$ cat src/rtl/rx8b10b_pkg.sv
// rtl/rx8b10b_pkg.sv - shared 8b/10b receive constants, state type and helpers
package rx8b10b_pkg;

    localparam int COMMA_W = 10;

    // K28.5 in transmit order abcdei_fghj, bit 9 = a
    localparam logic [COMMA_W-1:0] K28_5_NEG = 10'b0011111010;
    localparam logic [COMMA_W-1:0] K28_5_POS = 10'b1100000101;

    // Index of the last bit of a code group in the bit counter
    localparam logic [3:0] LAST_BIT = 4'd9;

    typedef enum logic [1:0] {
        ST_LOS  = 2'd0,
        ST_ACQ  = 2'd1,
        ST_SYNC = 2'd2
    } align_state_t;

    // Saturating increment for the 4-bit alignment counters
    function automatic logic [3:0] sat_inc(input logic [3:0] v);
        return (v == 4'hF) ? v : v + 4'd1;
    endfunction

    // Saturating decrement that stops at zero
    function automatic logic [3:0] sat_dec(input logic [3:0] v);
        return (v == 4'h0) ? v : v - 4'd1;
    endfunction

endpackage

$ cat src/rtl/rx_comma_window.sv
// rtl/rx_comma_window.sv - serial shift window, bit phase counter and comma match
module rx_comma_window
    import rx8b10b_pkg::*;
#(
    parameter logic [COMMA_W-1:0] COMMA_NEG = K28_5_NEG,
    parameter logic [COMMA_W-1:0] COMMA_POS = K28_5_POS
) (
    input  logic               clk,
    input  logic               rst,
    input  logic               enb,
    input  logic               serial_in,
    input  logic               realign,
    output logic [COMMA_W-1:0] win,
    output logic               match,
    output logic               bnd
);

    // Only the nine most recent bits need storing; the tenth is the live input
    logic [COMMA_W-2:0] sr;
    logic [3:0]         bit_cnt;

    assign win   = {sr, serial_in};
    assign match = (win == COMMA_NEG) || (win == COMMA_POS);
    assign bnd   = (bit_cnt == LAST_BIT);

    // Shift in one bit per enabled cycle; restart the word phase on a boundary or realign
    always_ff @(posedge clk) begin
        if (rst) begin
            sr      <= '0;
            bit_cnt <= 4'd0;
        end else if (enb) begin
            sr <= win[COMMA_W-2:0];
            if (realign || bnd) begin
                bit_cnt <= 4'd0;
            end else begin
                bit_cnt <= bit_cnt + 4'd1;
            end
        end
    end

endmodule

$ cat src/rtl/rx_comma_aligner.sv
// rtl/rx_comma_aligner.sv - K28.5 comma aligner with acquire/sync/loss tracking
module rx_comma_aligner
    import rx8b10b_pkg::*;
#(
    parameter logic [COMMA_W-1:0] COMMA_NEG = K28_5_NEG,
    parameter logic [COMMA_W-1:0] COMMA_POS = K28_5_POS,
    parameter int                 N_COMMA   = 3,
    parameter int                 ERR_MAX   = 4,
    parameter int                 GOOD_RUN  = 4
) (
    input  logic               clk,
    input  logic               rst,
    input  logic               enb,
    input  logic               serial_in,
    input  logic               code_err,
    output logic [COMMA_W-1:0] data10_out,
    output logic               word_valid,
    output logic               sync,
    output logic               comma_det
);

    localparam logic [3:0] N_COMMA_C  = 4'(N_COMMA);
    localparam logic [3:0] ERR_MAX_C  = 4'(ERR_MAX);
    localparam logic [3:0] GOOD_RUN_C = 4'(GOOD_RUN);

    align_state_t       state, state_nxt;
    logic [3:0]         comma_cnt, comma_cnt_nxt;
    logic [3:0]         err_cnt, err_cnt_nxt;
    logic [3:0]         good_cnt, good_cnt_nxt;
    logic [COMMA_W-1:0] win;
    logic               match;
    logic               bnd;
    logic               realign;
    logic               err_evt;

    rx_comma_window #(
        .COMMA_NEG (COMMA_NEG),
        .COMMA_POS (COMMA_POS)
    ) u_window (
        .clk       (clk),
        .rst       (rst),
        .enb       (enb),
        .serial_in (serial_in),
        .realign   (realign),
        .win       (win),
        .match     (match),
        .bnd       (bnd)
    );

    // Next-state and counter update; realign only happens while not in sync
    always_comb begin
        state_nxt     = state;
        comma_cnt_nxt = comma_cnt;
        err_cnt_nxt   = err_cnt;
        good_cnt_nxt  = good_cnt;
        realign       = 1'b0;
        err_evt       = 1'b0;

        case (state)
            ST_LOS: begin
                if (match) begin
                    realign       = 1'b1;
                    comma_cnt_nxt = 4'd1;
                    if (comma_cnt_nxt >= N_COMMA_C) begin
                        state_nxt    = ST_SYNC;
                        err_cnt_nxt  = 4'd0;
                        good_cnt_nxt = 4'd0;
                    end else begin
                        state_nxt = ST_ACQ;
                    end
                end
            end

            ST_ACQ: begin
                if (code_err) begin
                    state_nxt     = ST_LOS;
                    comma_cnt_nxt = 4'd0;
                end else if (match && !bnd) begin
                    realign       = 1'b1;
                    comma_cnt_nxt = 4'd1;
                    if (comma_cnt_nxt >= N_COMMA_C) begin
                        state_nxt    = ST_SYNC;
                        err_cnt_nxt  = 4'd0;
                        good_cnt_nxt = 4'd0;
                    end
                end else if (match && bnd) begin
                    comma_cnt_nxt = sat_inc(comma_cnt);
                    if (comma_cnt_nxt >= N_COMMA_C) begin
                        state_nxt    = ST_SYNC;
                        err_cnt_nxt  = 4'd0;
                        good_cnt_nxt = 4'd0;
                    end
                end
            end

            ST_SYNC: begin
                // A decoder error and a misplaced comma in the same cycle count once
                err_evt = code_err || (match && !bnd);
                if (err_evt) begin
                    err_cnt_nxt  = sat_inc(err_cnt);
                    good_cnt_nxt = 4'd0;
                    if (err_cnt_nxt >= ERR_MAX_C) begin
                        state_nxt     = ST_LOS;
                        comma_cnt_nxt = 4'd0;
                        err_cnt_nxt   = 4'd0;
                        good_cnt_nxt  = 4'd0;
                    end
                end else if (bnd) begin
                    good_cnt_nxt = sat_inc(good_cnt);
                    if (good_cnt_nxt >= GOOD_RUN_C) begin
                        good_cnt_nxt = 4'd0;
                        err_cnt_nxt  = sat_dec(err_cnt);
                    end
                end
            end

            default: begin
                state_nxt     = ST_LOS;
                comma_cnt_nxt = 4'd0;
                err_cnt_nxt   = 4'd0;
                good_cnt_nxt  = 4'd0;
            end
        endcase
    end

    // State, counters and registered outputs; enb low freezes everything but the strobes
    always_ff @(posedge clk) begin
        if (rst) begin
            state      <= ST_LOS;
            comma_cnt  <= 4'd0;
            err_cnt    <= 4'd0;
            good_cnt   <= 4'd0;
            data10_out <= '0;
            word_valid <= 1'b0;
            sync       <= 1'b0;
            comma_det  <= 1'b0;
        end else if (!enb) begin
            word_valid <= 1'b0;
            comma_det  <= 1'b0;
        end else begin
            state      <= state_nxt;
            comma_cnt  <= comma_cnt_nxt;
            err_cnt    <= err_cnt_nxt;
            good_cnt   <= good_cnt_nxt;
            comma_det  <= match;
            sync       <= (state == ST_SYNC);
            if (bnd || realign) begin
                data10_out <= win;
            end
            word_valid <= realign || (bnd && (state != ST_LOS));
        end
    end

endmodule

$ cat config.mk
export PLATFORM = sky130hd
export DESIGN_NAME = rx_comma_aligner
export DESIGN_NICKNAME = d
export VERILOG_FILES = /design/src/rtl/rx8b10b_pkg.sv /design/src/rtl/rx_comma_window.sv /design/src/rtl/rx_comma_aligner.sv
export SDC_FILE = /design/constraint.sdc
export NUM_CORES = 1
export LEC_CHECK = 0
export ABC_AREA = 1
export CAP_MARGIN = 15
export CORE_MARGIN = 2
export CORE_UTILIZATION = 55
export DETAILED_ROUTE_END_ITERATION = 8
export GPL_TIMING_DRIVEN = 0
export PLACE_DENSITY = 0.82
export REMOVE_ABC_BUFFERS = 1
export SYNTH_ARGS = -nofsm -noshare
export SYNTH_HDL_FRONTEND = slang
export SYNTH_SLANG_ARGS = --single-unit
$ cat constraint.sdc
create_clock -name clk -period 2.4 [get_ports clk]
set_clock_uncertainty 0.15 [all_clocks]
set_input_delay 0.36 -clock clk [delete_from_list [all_inputs] [get_ports clk]]
set_output_delay 0.36 -clock clk [all_outputs]
set_load 0.01 [all_outputs]
==> results of run 1 <==
[through the flow]
step | power (W) | setup TNS (ps) | utilization
finish | 0.00146 | 0 | 0.661
global route | 0.00152 | 0 | 0.661
CTS | 0.00146 | 0 | 0.659
detailed placement | 0.000923 | -5270 | 0.630
global placement | 0.000918 | -4770 | 0.630
floorplan | 0.000870 | 0 | -
[synthesized netlist by cell type (5+ instances only)]
cell type  count
a21oi_1       16
dfxtp_1       40
ha_1           7
inv_1         30
inv_2          6
nand2_1       86
nand3_1       21
nand3_2        7
nand4_1        5
nor2_1        40
o21ai_0       11
[routing by layer]
layer | share of wire | routed length [um]
met5 | 0 | 0
met4 | 0.017 | 74
met3 | 0.036 | 151
met2 | 0.48 | 2040
met1 | 0.47 | 1980
[sequential cells by signal, summed over array words and instances, names as in the netlist]
name	flops
data10_out	10
u_window.sr	9
comma_cnt	4
err_cnt	4
good_cnt	4
u_window.bit_cnt	4
state	2
comma_det	1
sync	1
word_valid	1
[cell type report]
| class | count | area share |
|---|---|---|
| Clock inverter | 2 | 0.0144 |
| Inverter | 38 | 0.0601 |
| Timing Repair Buffer | 17 | 0.0708 |
| Clock buffer | 6 | 0.0298 |
| Sequential cell | 40 | 0.329 |
| Multi-Input combinational cell | 224 | 0.472 |
| Tap cell | 48 | 0.0246 |
[placed cells by master, fill, tap and decap left out, drive strengths merged]
| master | instances |
|---|---|
| nor3 | 4 |
| clkbuf | 6 |
| bufinv | 1 |
| inv | 36 |
| a31oi | 1 |
| clkinvlp | 1 |
| clkinv | 2 |
| a211oi | 3 |
| o211a | 1 |
| o21ai | 12 |
| dlymetal6s2s | 1 |
| nor2 | 45 |
| clkdlybuf4s50 | 16 |
| a21oi | 17 |
| nand3 | 29 |
| nor4 | 1 |
| dfxtp | 40 |
| nand4 | 6 |
| ha | 7 |
| xor2 | 4 |
| nor3b | 1 |
| or2 | 1 |
| mux2i | 1 |
| nand2 | 90 |
| xnor2 | 1 |
[worst min-delay path by stage]
stage / from / to / slack (ps) / cells after the start
2_1_floorplan: rst / comma_cnt[1] / 280 / 1
3_3_place_gp: good_cnt[2] / good_cnt[2] / 300 / 2
3_5_place_dp: good_cnt[2] / good_cnt[2] / 310 / 2
4_1_cts: good_cnt[2] / good_cnt[2] / 320 / 2
5_1_grt: u_window.sr[6] / data10_out[7] / 340 / 2
6_report: data10_out[0] / data10_out[0] / 320 / 2
[cells by family after synthesis]
| logic type | share of synthesized area |
|---|---|
| flops | 0.375 |
| mux | 0.00469 |
| xor+xnor | 0.0205 |
| buf+inv | 0.0867 |
| fa+ha+maj | 0.0410 |
| simple gates | 0.384 |
| compound gates | 0.0879 |
[power by group through the flow]
stage | Combinational [W] | Clock, W | Sequential [W]
final | 0.000196 | 0.000547 | 0.000715
after global routing | 0.000228 | 0.000573 | 0.000718
after CTS | 0.000195 | 0.000551 | 0.000714
after detailed placement | 0.000194 | 0 | 0.000729
after global placement | 0.000190 | 0 | 0.000729
after floorplan | 0.000146 | 0 | 0.000724
[repair_timing]
action,CTS,global route
hold endpoints to repair,0,0
endpoints found under the setup margin,0,26
gates resized for setup,0,2
[worst max-delay path, delay by kind of cell]
family	cells	cell delay (ps)
buffers and inverters	4	660
AND/OR/NAND/NOR	10	1260
==> metrics.md, run 1 <==
| Metric | Value |
|---|---|
| Setup ws final | `226 ps` |
| Htree depth | `2` |
| Flops & latches, synth | `40` |
| Area share of the largest cell type after synthesis | `0.375` |
| Largest stage delay, worst path | `450 ps` |
| Drt pass-1 iters | `4` |
| Sw Ratio | `0.270` |
| VDD IR-drop max | `0.314 mV` |
| Vias per cell | `5.10` |
| Count of final setup violators | `0` |
| Hpwl dp | `3.09 mm` |
| Worst hold slack | `322 ps` |
| Crit. End Element | `flip-flop` |
| Final Hold Viols | `0` |
| HP Class | `reg2reg` |
| Leak | `1.11 nW` |
| CP Cell Sequence | `clkdlybuf4s50_1 -> inv_1 -> nand2_1 -> nor2_1 -> nand3_2 -> nand2_4 -> nand2_4 -> inv_2 -> nand3_2 -> nand3_2 -> nand2_2 -> nor2_4 -> nand2_1 -> inv_2` |
| Routed WL | `between 4 and 5 mm` |
| Antenna Cells | `0` |
| Starting Density | `0.579` |
| Max_cap viols | `0` |
| Cell depth of the worst flop-to-flop path | `13` |
| Top FF cell, synth | `dfxtp_1` |
| Die W | `66.3 um` |
| Place WS | `-274 ps` |
| Top-Level Pins | `18` |
| Post-synthesis instance total | `310` |
| Final ANT Viol Nets | `0` |
| GR Util met2 | `0.383` |
| Largest net degree at the start of global routing | `29` |
| Met3 usage | `0.0358` |
| FF-to-FF End | `err_cnt[3]` |
| Final count of pins violating max slew | `0` |
| Post-synthesis cell type count | `34` |
| RSZ-0062 raised after global routing | `false` |
| Setup crit end | `word_valid` |
| P_sw | `0.000393 W` |
| Multi-input logic area | `1150 um2` |
| Asr flop ratio synth | `0` |
| Clk_lat worst skew | `about 300 ps` |
| Maximum fanout along the worst path | `12` |
| Fin area | `2440 um2` |
| Placed instance area | `roughly 2300 um2` |
| WP data required | `2500 ps` |
| Slew headroom | `0.567` |
| GR Util met1 | `0.258` |
| Initial antenna violation count | `0` |
| Seq. cell area | `801 um2` |
| Peak Freq | `460 MHz` |
| Highest-delay cell along the critical path | `clkdlybuf4s50_1` |
| Num CTS Buffers | `5` |
| Total track usage | `0.217` |
| CTS root buffer | `clkbuf_8` |
| Min cycle time layout | `2170 ps` |
| Final nets | `338` |
| Clock slew at reported path FFs | `80 ps` |
| Non-Filler Instances | `~380` |
| P&R area growth vs syn | `14.1%` |
| Sequential share of power | `0.490` |
| Fill cell count | `344` |
| Core area | `3690 um2` |
| Total number of vias | `approximately 1,900` |
| Most frequent CP cell | `nand3_2` |
| Critical Path AT | `~2300 ps` |
| Top Usage Layer GRT | `met2` |
| Post-CTS setup buffers | `0` |
| Die footprint | `4400 um2` |
| Site Rows | `22` |
| Post-DR wirelength/cell | `11.3 um` |
| TritonCTS clock tree | `yes` |
| Post-CTS Hold Buffers | `0` |
| Power per standard cell area | `598 nW/um2` |
| GR Overflow Total | `0` |
| Post-synthesis sequential area ratio | `0.375` |
| Placed Instances | `approximately 370` |
| Post-synth EDFFs | `0` |
| CTS Sinks | `40` |
| Syn avg cell area | `6.89 um2` |
| Vias in the first global route | `1,741` |
| Largest cells by area after synthesis | `dfxtp_1 37%, nand2_1 15%, nor2_1 7.0%, inv_1 5.3%, nand3_1 4.9%` |
| Outcome | `complete, no violations` |
| Slew @ Worst Pin | `649 ps` |
| DRT iter0 DRCs | `92` |
| Clock power frac | `0.375` |
| Post-route DRC | `0` |
| I/O Buffers | `17` |
| Setup Crit Path Kind | `in2reg` |
| First-pass GRT wire length | `7.36 mm` |
| Comb pwr share | `0.134` |
| Layout cell share with drive strength beyond 1 | `0.104` |
| Pint | `0.00106 W` |
| Origin of the worst setup path | `serial_in` |
| R2R Setup Slk | `420 ps` |
| Die height | `66.3 um` |
| YS warnings | `0` |
| Period utilisation layout | `0.906` |
| Critical path startpoint category | `primary input` |
| Synth area leader | `dfxtp_1` |
| Worst R2R Start | `comma_cnt[1]` |
| Mapped Area | `about 2100 um2` |
| Clock Tree Buf Depth | `2` |
| Global placer's final weighted congestion | `0.837` |
Power figures use the tool's default switching activity.
==> run 2: changes to the inputs <==
--- a/config.mk
+++ b/config.mk
@@ -7,6 +7,7 @@
 export LEC_CHECK = 0
 export ABC_AREA = 1
 export CAP_MARGIN = 15
+export CORE_ASPECT_RATIO = 1.4
 export CORE_MARGIN = 2
 export CORE_UTILIZATION = 55
 export DETAILED_ROUTE_END_ITERATION = 8
==> metrics.md, run 2 (synthesis results as in run 1) <==
| Metric | Value |
|---|---|
| Fill cell count | `345 (was 344)` |
| Die W | `56.7 um (was 66.3 um)` |
| TritonCTS clock tree | `yes (unchanged)` |
| Placed Instances | `361 (was 367)` |
| Vias per cell | `5.28 (was 5.10)` |
| Post-DR wirelength/cell | `11.4 um (was 11.3 um)` |
| DR top layer | `met4 (unchanged)` |
| Setup ws final | `219 ps (was 226 ps)` |
| Routed length on met2 | `2.25 mm (was 2.04 mm)` |
| Post-CTS Hold Buffers | `0 (unchanged)` |
| Core area | `3680 um2 (was 3690 um2)` |
| I/O Buffers | `17 (unchanged)` |
| Setup Crit Path Kind | `in2reg (unchanged)` |
| Max_cap viols | `0 (unchanged)` |
| Final Hold Viols | `0 (unchanged)` |
| HP Class | `reg2reg (unchanged)` |
| Hpwl dp | `3.00 mm (was 3.09 mm)` |
| Htree depth | `2 (unchanged)` |
| First-pass GRT wire length | `7.45 mm (was 7.36 mm)` |
| Total track usage | `0.211 (was 0.217)` |
| Period utilisation layout | `0.909 (was 0.906)` |
| Count of final setup violators | `0 (unchanged)` |
| Num CTS Buffers | `5 (unchanged)` |
| Comb pwr share | `0.134 (about the same)` |
| Starting Density | `0.581 (was 0.579)` |
| Max reg flops | `10 (unchanged)` |
| DRT iter0 DRCs | `50 (was 92)` |
| Post-CTS setup buffers | `0 (unchanged)` |
| Power per standard cell area | `599 nW/um2 (was 598 nW/um2)` |
| P&R area growth vs syn | `13.6% (was 14.1%)` |
| Critical Path AT | `2270 ps (was 2280 ps)` |
| Maximum fanout along the worst path | `12 (unchanged)` |
| Global placer's final weighted congestion | `0.861 (was 0.837)` |
| Clk_lat worst skew | `290 ps (was 300 ps)` |
| Most common cell after layout, fill and taps aside | `nand2_1 (unchanged)` |
| Outcome | `complete, no violations (unchanged)` |
| Site Rows | `26 (was 22)` |
| Place WS | `-306 ps (was -274 ps)` |
| Vias in the first global route | `1,834 (was 1,741)` |
| Layout cell share with drive strength beyond 1 | `0.104 (unchanged)` |
| Met3 wire len | `163 um (was 151 um)` |
| Final nets | `338 (unchanged)` |
| Slew headroom | `0.571 (was 0.567)` |
| Pint | `0.00106 W (about the same)` |
| Leak | `1.11 nW (about the same)` |
| Clock power frac | `0.374 (was 0.375)` |
| Clock Tree Buf Depth | `2 (unchanged)` |
| Die footprint | `4400 um2 (about the same)` |
| Final count of pins violating max slew | `0 (unchanged)` |
| Final ANT Viol Nets | `0 (unchanged)` |
| CTS root buffer | `clkbuf_8 (unchanged)` |
| Non-Filler Instances | `369 (was 375)` |
| RSZ-0062 raised after global routing | `false (unchanged)` |
| Antenna Cells | `0 (unchanged)` |
| Largest Register | `data10_out (unchanged)` |
| Crit. End Element | `flip-flop (unchanged)` |
| Total number of vias | `1,949 (was 1,912)` |
| GR Overflow Total | `0 (unchanged)` |
| WP data required | `2490 ps (was 2500 ps)` |
| Post-Route Setup TNS | `0 ps (unchanged)` |
| Critical path startpoint category | `primary input (unchanged)` |
| CTS Sinks | `40 (unchanged)` |
| Largest net degree at the start of global routing | `29 (unchanged)` |
| Most frequent cells in the layout | `86 x nand2_1, 40 x nor2_1, 40 x dfxtp_1 (unchanged)` |
| Sequential share of power | `0.492 (was 0.490)` |
| Initial antenna violation count | `0 (unchanged)` |
| Largest regs | `data10_out x10, u_window.sr x9 (unchanged)` |
| Min cycle time layout | `2180 ps (was 2170 ps)` |
| Sw Ratio | `0.268 (was 0.270)` |
| Post-route DRC | `0 (unchanged)` |
| Slew @ Worst Pin | `643 ps (was 649 ps)` |
| Drt pass-1 iters | `4 (unchanged)` |
| VDD IR-drop max | `0.430 mV (was 0.314 mV)` |
| Top-Level Pins | `18 (unchanged)` |
| Clock slew at reported path FFs | `80 ps (about the same)` |
| P_sw | `0.000389 W (was 0.000393 W)` |
| Wl on met1 | `1.73 mm (was 1.98 mm)` |
| Peak Freq | `459 MHz (was 460 MHz)` |
| Die height | `77.7 um (was 66.3 um)` |
| Routed WL | `4.22 mm (was 4.25 mm)` |
run 2: cell count changes in the layout (fill, tap and decap cells not counted), sizes merged:
cell | before | now
clkdlybuf4s15 | 0 | 1
dlymetal6s2s | 1 | 0
run 2: power groups by stage:
stage | registers [W] | clock network [W] | logic, W
after floorplan | 0.000724 | 0 | 0.000146
after global placement | 0.000729 | 0 | 0.000188
after detailed placement | 0.000730 | 0 | 0.000194
after CTS | 0.000714 | 0.000552 | 0.000195
final | 0.000715 | 0.000543 | 0.000195
after global routing | 0.000719 | 0.000581 | 0.000227
run 2: area by class of cell:
class,count,area [um2],area share
flip-flops and latches,40,801,0.330
clock buffers,6,72.6,0.0299
repair buffers,17,170,0.0701
clock inverters,2,35.0,0.0144
inverters,38,146,0.0603
well taps,42,52.6,0.0216
multi-input cells,224,1150,0.474
run 2: final timing paths:
check,startpoint,to,slack [ps],cells after the start
max,serial_in,word_valid,220,14
min reg2reg,good_cnt[2],good_cnt[2],310,2
max reg2reg,comma_cnt[0],err_cnt[0],420,12
min,good_cnt[2],good_cnt[2],310,2
run 2: routing by layer:
| layer | up-vias | global-route usage |
|---|---|---|
| li1 | 1022 | - |
| met1 | 883 | 0.220 |
| met2 | 35 | 0.399 |
| met3 | 9 | 0.0450 |
| met4 | 0 | 0.0810 |
| met5 | - | 0 |
run 2: critical path: stages:
cell             delay [ps]
clkdlybuf4s50_1         450
inv_1                   100
nand2_1                  60
nor2_1                  150
nand3_2                 100
nand2_4                 130
nand2_4                 100
inv_2                    60
nand3_2                  60
nand3_2                  80
nand2_2                 170
nor2_4                  290
nand2_1                 110
inv_2                    50
run 2: repair_timing:
action,in CTS,in global routing
gates resized for setup,1,2
gates cloned,0,0
setup endpoints to repair,6,29
run 2: stage by stage:
step           utilization  area, um2  hold slack, ps  power (W)
2_1_floorplan            -       2090             279   0.000870
3_3_place_gp         0.630       2320             298   0.000917
3_5_place_dp         0.630       2320             303   0.000924
4_1_cts              0.659       2420             316    0.00146
5_1_grt              0.660       2430             341    0.00153
6_report             0.660       2430             312    0.00145
==> run 3: changes to the inputs <==
--- a/config.mk
+++ b/config.mk
@@ -9,10 +9,12 @@
 export CAP_MARGIN = 15
 export CORE_ASPECT_RATIO = 1.4
 export CORE_MARGIN = 2
-export CORE_UTILIZATION = 55
+export CORE_UTILIZATION = 52
 export DETAILED_ROUTE_END_ITERATION = 8
+export DONT_BUFFER_PORTS = 1
 export GPL_TIMING_DRIVEN = 0
-export PLACE_DENSITY = 0.82
+export HOLD_SLACK_MARGIN = 0.08
+export PLACE_DENSITY = 0.73
 export REMOVE_ABC_BUFFERS = 1
 export SYNTH_ARGS = -nofsm -noshare
 export SYNTH_HDL_FRONTEND = slang
==> metrics.md, run 3 (synthesis results as in run 1) <==
| Metric | Value |
|---|---|
| Outcome | `complete, no violations (unchanged)` |
| GR Overflow Total | `0 (unchanged)` |
| Hpwl dp | `3.05 mm (was 3.00 mm)` |
| Global placer's final weighted congestion | `0.812 (was 0.861)` |
| R2R Setup Slk | `420 ps (about the same)` |
| Max reg flops | `10 (unchanged)` |
| Period utilisation layout | `0.927 (was 0.909)` |
| Slew @ Worst Pin | `781 ps (was 643 ps)` |
| Pint | `0.00106 W (about the same)` |
| Largest Register | `data10_out (unchanged)` |
| HP Class | `in2reg (was reg2reg)` |
| Setup ws final | `176 ps (was 219 ps)` |
| Comb pwr share | `0.129 (was 0.134)` |
| TritonCTS clock tree | `yes (unchanged)` |
| Min cycle time layout | `2220 ps (was 2180 ps)` |
| P_sw | `0.000389 W (about the same)` |
| Routed WL | `4.28 mm (was 4.22 mm)` |
| Die footprint | `4640 um2 (was 4400 um2)` |
| Largest stage delay, worst path | `560 ps (was 450 ps)` |
| Layout cell share with drive strength beyond 1 | `0.111 (was 0.104)` |
| Clock Tree Buf Depth | `2 (unchanged)` |
| Fin area | `2310 um2 (was 2430 um2)` |
| Highest-delay cell along the critical path | `dlygate4sd3_1 (was clkdlybuf4s50_1)` |
| Total number of vias | `1,895 (was 1,949)` |
| P&R area growth vs syn | `8.14% (was 13.6%)` |
| Post-Route Setup TNS | `0 ps (unchanged)` |
| Initial antenna violation count | `0 (unchanged)` |
| Critical path startpoint category | `primary input (unchanged)` |
| Core area | `3950 um2 (was 3680 um2)` |
| Largest regs | `data10_out x10, u_window.sr x9 (unchanged)` |
| Post-DR wirelength/cell | `12.0 um (was 11.4 um)` |
| Starting Density | `0.540 (was 0.581)` |
| CP Cell Sequence | `dlygate4sd3_1 -> inv_1 -> nand2_1 -> nor2_1 -> nand3_2 -> nand2_4 -> nand2_4 -> inv_2 -> nand3_2 -> nand3_2 -> nand2_2 -> nor2_4 -> nand2_1 -> inv_2 (was clkdlybuf4s50_1 -> inv_1 -> nand2_1 -> nor2_1 -> nand3_2 -> nand2_4 -> nand2_4 -> inv_2 -> nand3_2 -> nand3_2 -> nand2_2 -> nor2_4 -> nand2_1 -> inv_2)` |
| Final ANT Viol Nets | `0 (unchanged)` |
| Final Hold Viols | `0 (unchanged)` |
| Place WS | `400 ps (was -306 ps)` |
| Htree depth | `2 (unchanged)` |
| CTS root buffer | `clkbuf_8 (unchanged)` |
| Non-Filler Instances | `358 (was 369)` |
| Crit. End Element | `flip-flop (unchanged)` |
| Largest net degree at the start of global routing | `29 (unchanged)` |
| Slew headroom | `0.476 (was 0.571)` |
| Most common cell after layout, fill and taps aside | `nand2_1 (unchanged)` |
| Clock power frac | `0.377 (was 0.374)` |
| Placed Instances | `345 (was 361)` |
| Num CTS Buffers | `5 (unchanged)` |
| RSZ-0062 raised after global routing | `false (unchanged)` |
| Fill cell count | `380 (was 345)` |
| Max_cap viols | `0 (unchanged)` |
| DRT iter0 DRCs | `33 (was 50)` |
| Final nets | `326 (was 338)` |
| Clock slew at reported path FFs | `80 ps (about the same)` |
| Drt pass-1 iters | `4 (unchanged)` |
| WP data required | `2490 ps (about the same)` |
| Top-Level Pins | `18 (unchanged)` |
| Clk_lat worst skew | `290 ps (about the same)` |
| Placed instance area | `2150 um2 (was 2320 um2)` |
| Post-CTS setup buffers | `0 (unchanged)` |
| Total track usage | `0.202 (was 0.211)` |
| I/O Buffers | `0 (was 17)` |
| Most frequent cells in the layout | `86 x nand2_1, 40 x nor2_1, 40 x dfxtp_1 (unchanged)` |
| Die height | `79.8 um (was 77.7 um)` |
| Count of final setup violators | `0 (unchanged)` |
| First-pass GRT wire length | `7.22 mm (was 7.45 mm)` |
| Leak | `1.07 nW (was 1.11 nW)` |
| Most frequent CP cell | `nand3_2 (unchanged)` |
| Vias in the first global route | `1,722 (was 1,834)` |
| CTS Sinks | `40 (unchanged)` |
| Site Rows | `27 (was 26)` |
| Antenna Cells | `0 (unchanged)` |
| Setup Crit Path Kind | `in2reg (unchanged)` |
| Power per standard cell area | `628 nW/um2 (was 599 nW/um2)` |
| Sw Ratio | `0.269 (was 0.268)` |
| Peak Freq | `450 MHz (was 459 MHz)` |
| Final count of pins violating max slew | `0 (unchanged)` |
| Maximum fanout along the worst path | `13 (was 12)` |
| Sequential share of power | `0.494 (was 0.492)` |
| Die W | `58.2 um (was 56.7 um)` |
| Post-route DRC | `0 (unchanged)` |
| VDD IR-drop max | `0.482 mV (was 0.430 mV)` |
| Final Core Density | `0.584 (was 0.660)` |
| Vias per cell | `5.29 (was 5.28)` |
| Critical Path AT | `2320 ps (was 2270 ps)` |
## run 3: cell types whose count changed in the layout (fill, tap and decap cells not counted), sizes merged
cell,delta
clkbuf,-1
clkinv,+1
clkdlybuf4s15,-1
clkdlybuf4s50,-16
dlygate4sd3,+4
nor2,+1
## run 3: power groups by stage
stage	clock [W]	sequential [W]	combinational (W)
after floorplan	0	0.000724	0.000146
after global placement	0	0.000730	0.000174
after detailed placement	0	0.000731	0.000176
after CTS	0.000565	0.000715	0.000186
after global routing	0.000602	0.000720	0.000215
final	0.000547	0.000716	0.000187
## run 3: worst paths after layout
check / endpoint / cells past startpoint / from
max: word_valid / 14 / serial_in
min: u_window.bit_cnt[0] / 2 / enb
max reg2reg: err_cnt[0] / 12 / comma_cnt[0]
min reg2reg: good_cnt[3] / 2 / good_cnt[3]
## run 3: metrics by stage
step,total power (W),hold slack (ps)
2_1_floorplan,0.000870,279
3_3_place_gp,0.000904,282
3_5_place_dp,0.000908,285
4_1_cts,0.00147,94.9
5_1_grt,0.00154,103
6_report,0.00145,104
## run 3: worst max-delay path, delay by kind of cell
kind / cells / cell delay [ps]
and+or+nand+nor: 10 / 1190
buffers and inverters: 4 / 760
## run 3: what timing repair did
item / in CTS / in global routing
endpoints found under the hold margin: 14 / 5
hold buffers: 3 / 1
resized for setup: 0 / 1
setup endpoints to repair: 0 / 11
## run 3: layer usage
layer,vias up,global-route usage,part of all wire,wire [um]
li1,995,-,-,-
met1,868,0.209,0.42,1800
met2,27,0.375,0.53,2280
met3,5,0.0551,0.031,131
met4,0,0.0814,0.016,70
met5,-,0,0,0
## run 3: final cells by class
class                   count  area (um2)  share of cell area
flip-flops and latches     40         801               0.347
multi-input cells         225        1160               0.503
clock buffers               5        68.8              0.0298
clock inverters             3        42.5              0.0184
well taps                  43        53.8              0.0233
repair buffers              4        40.0              0.0173
inverters                  38         143              0.0618
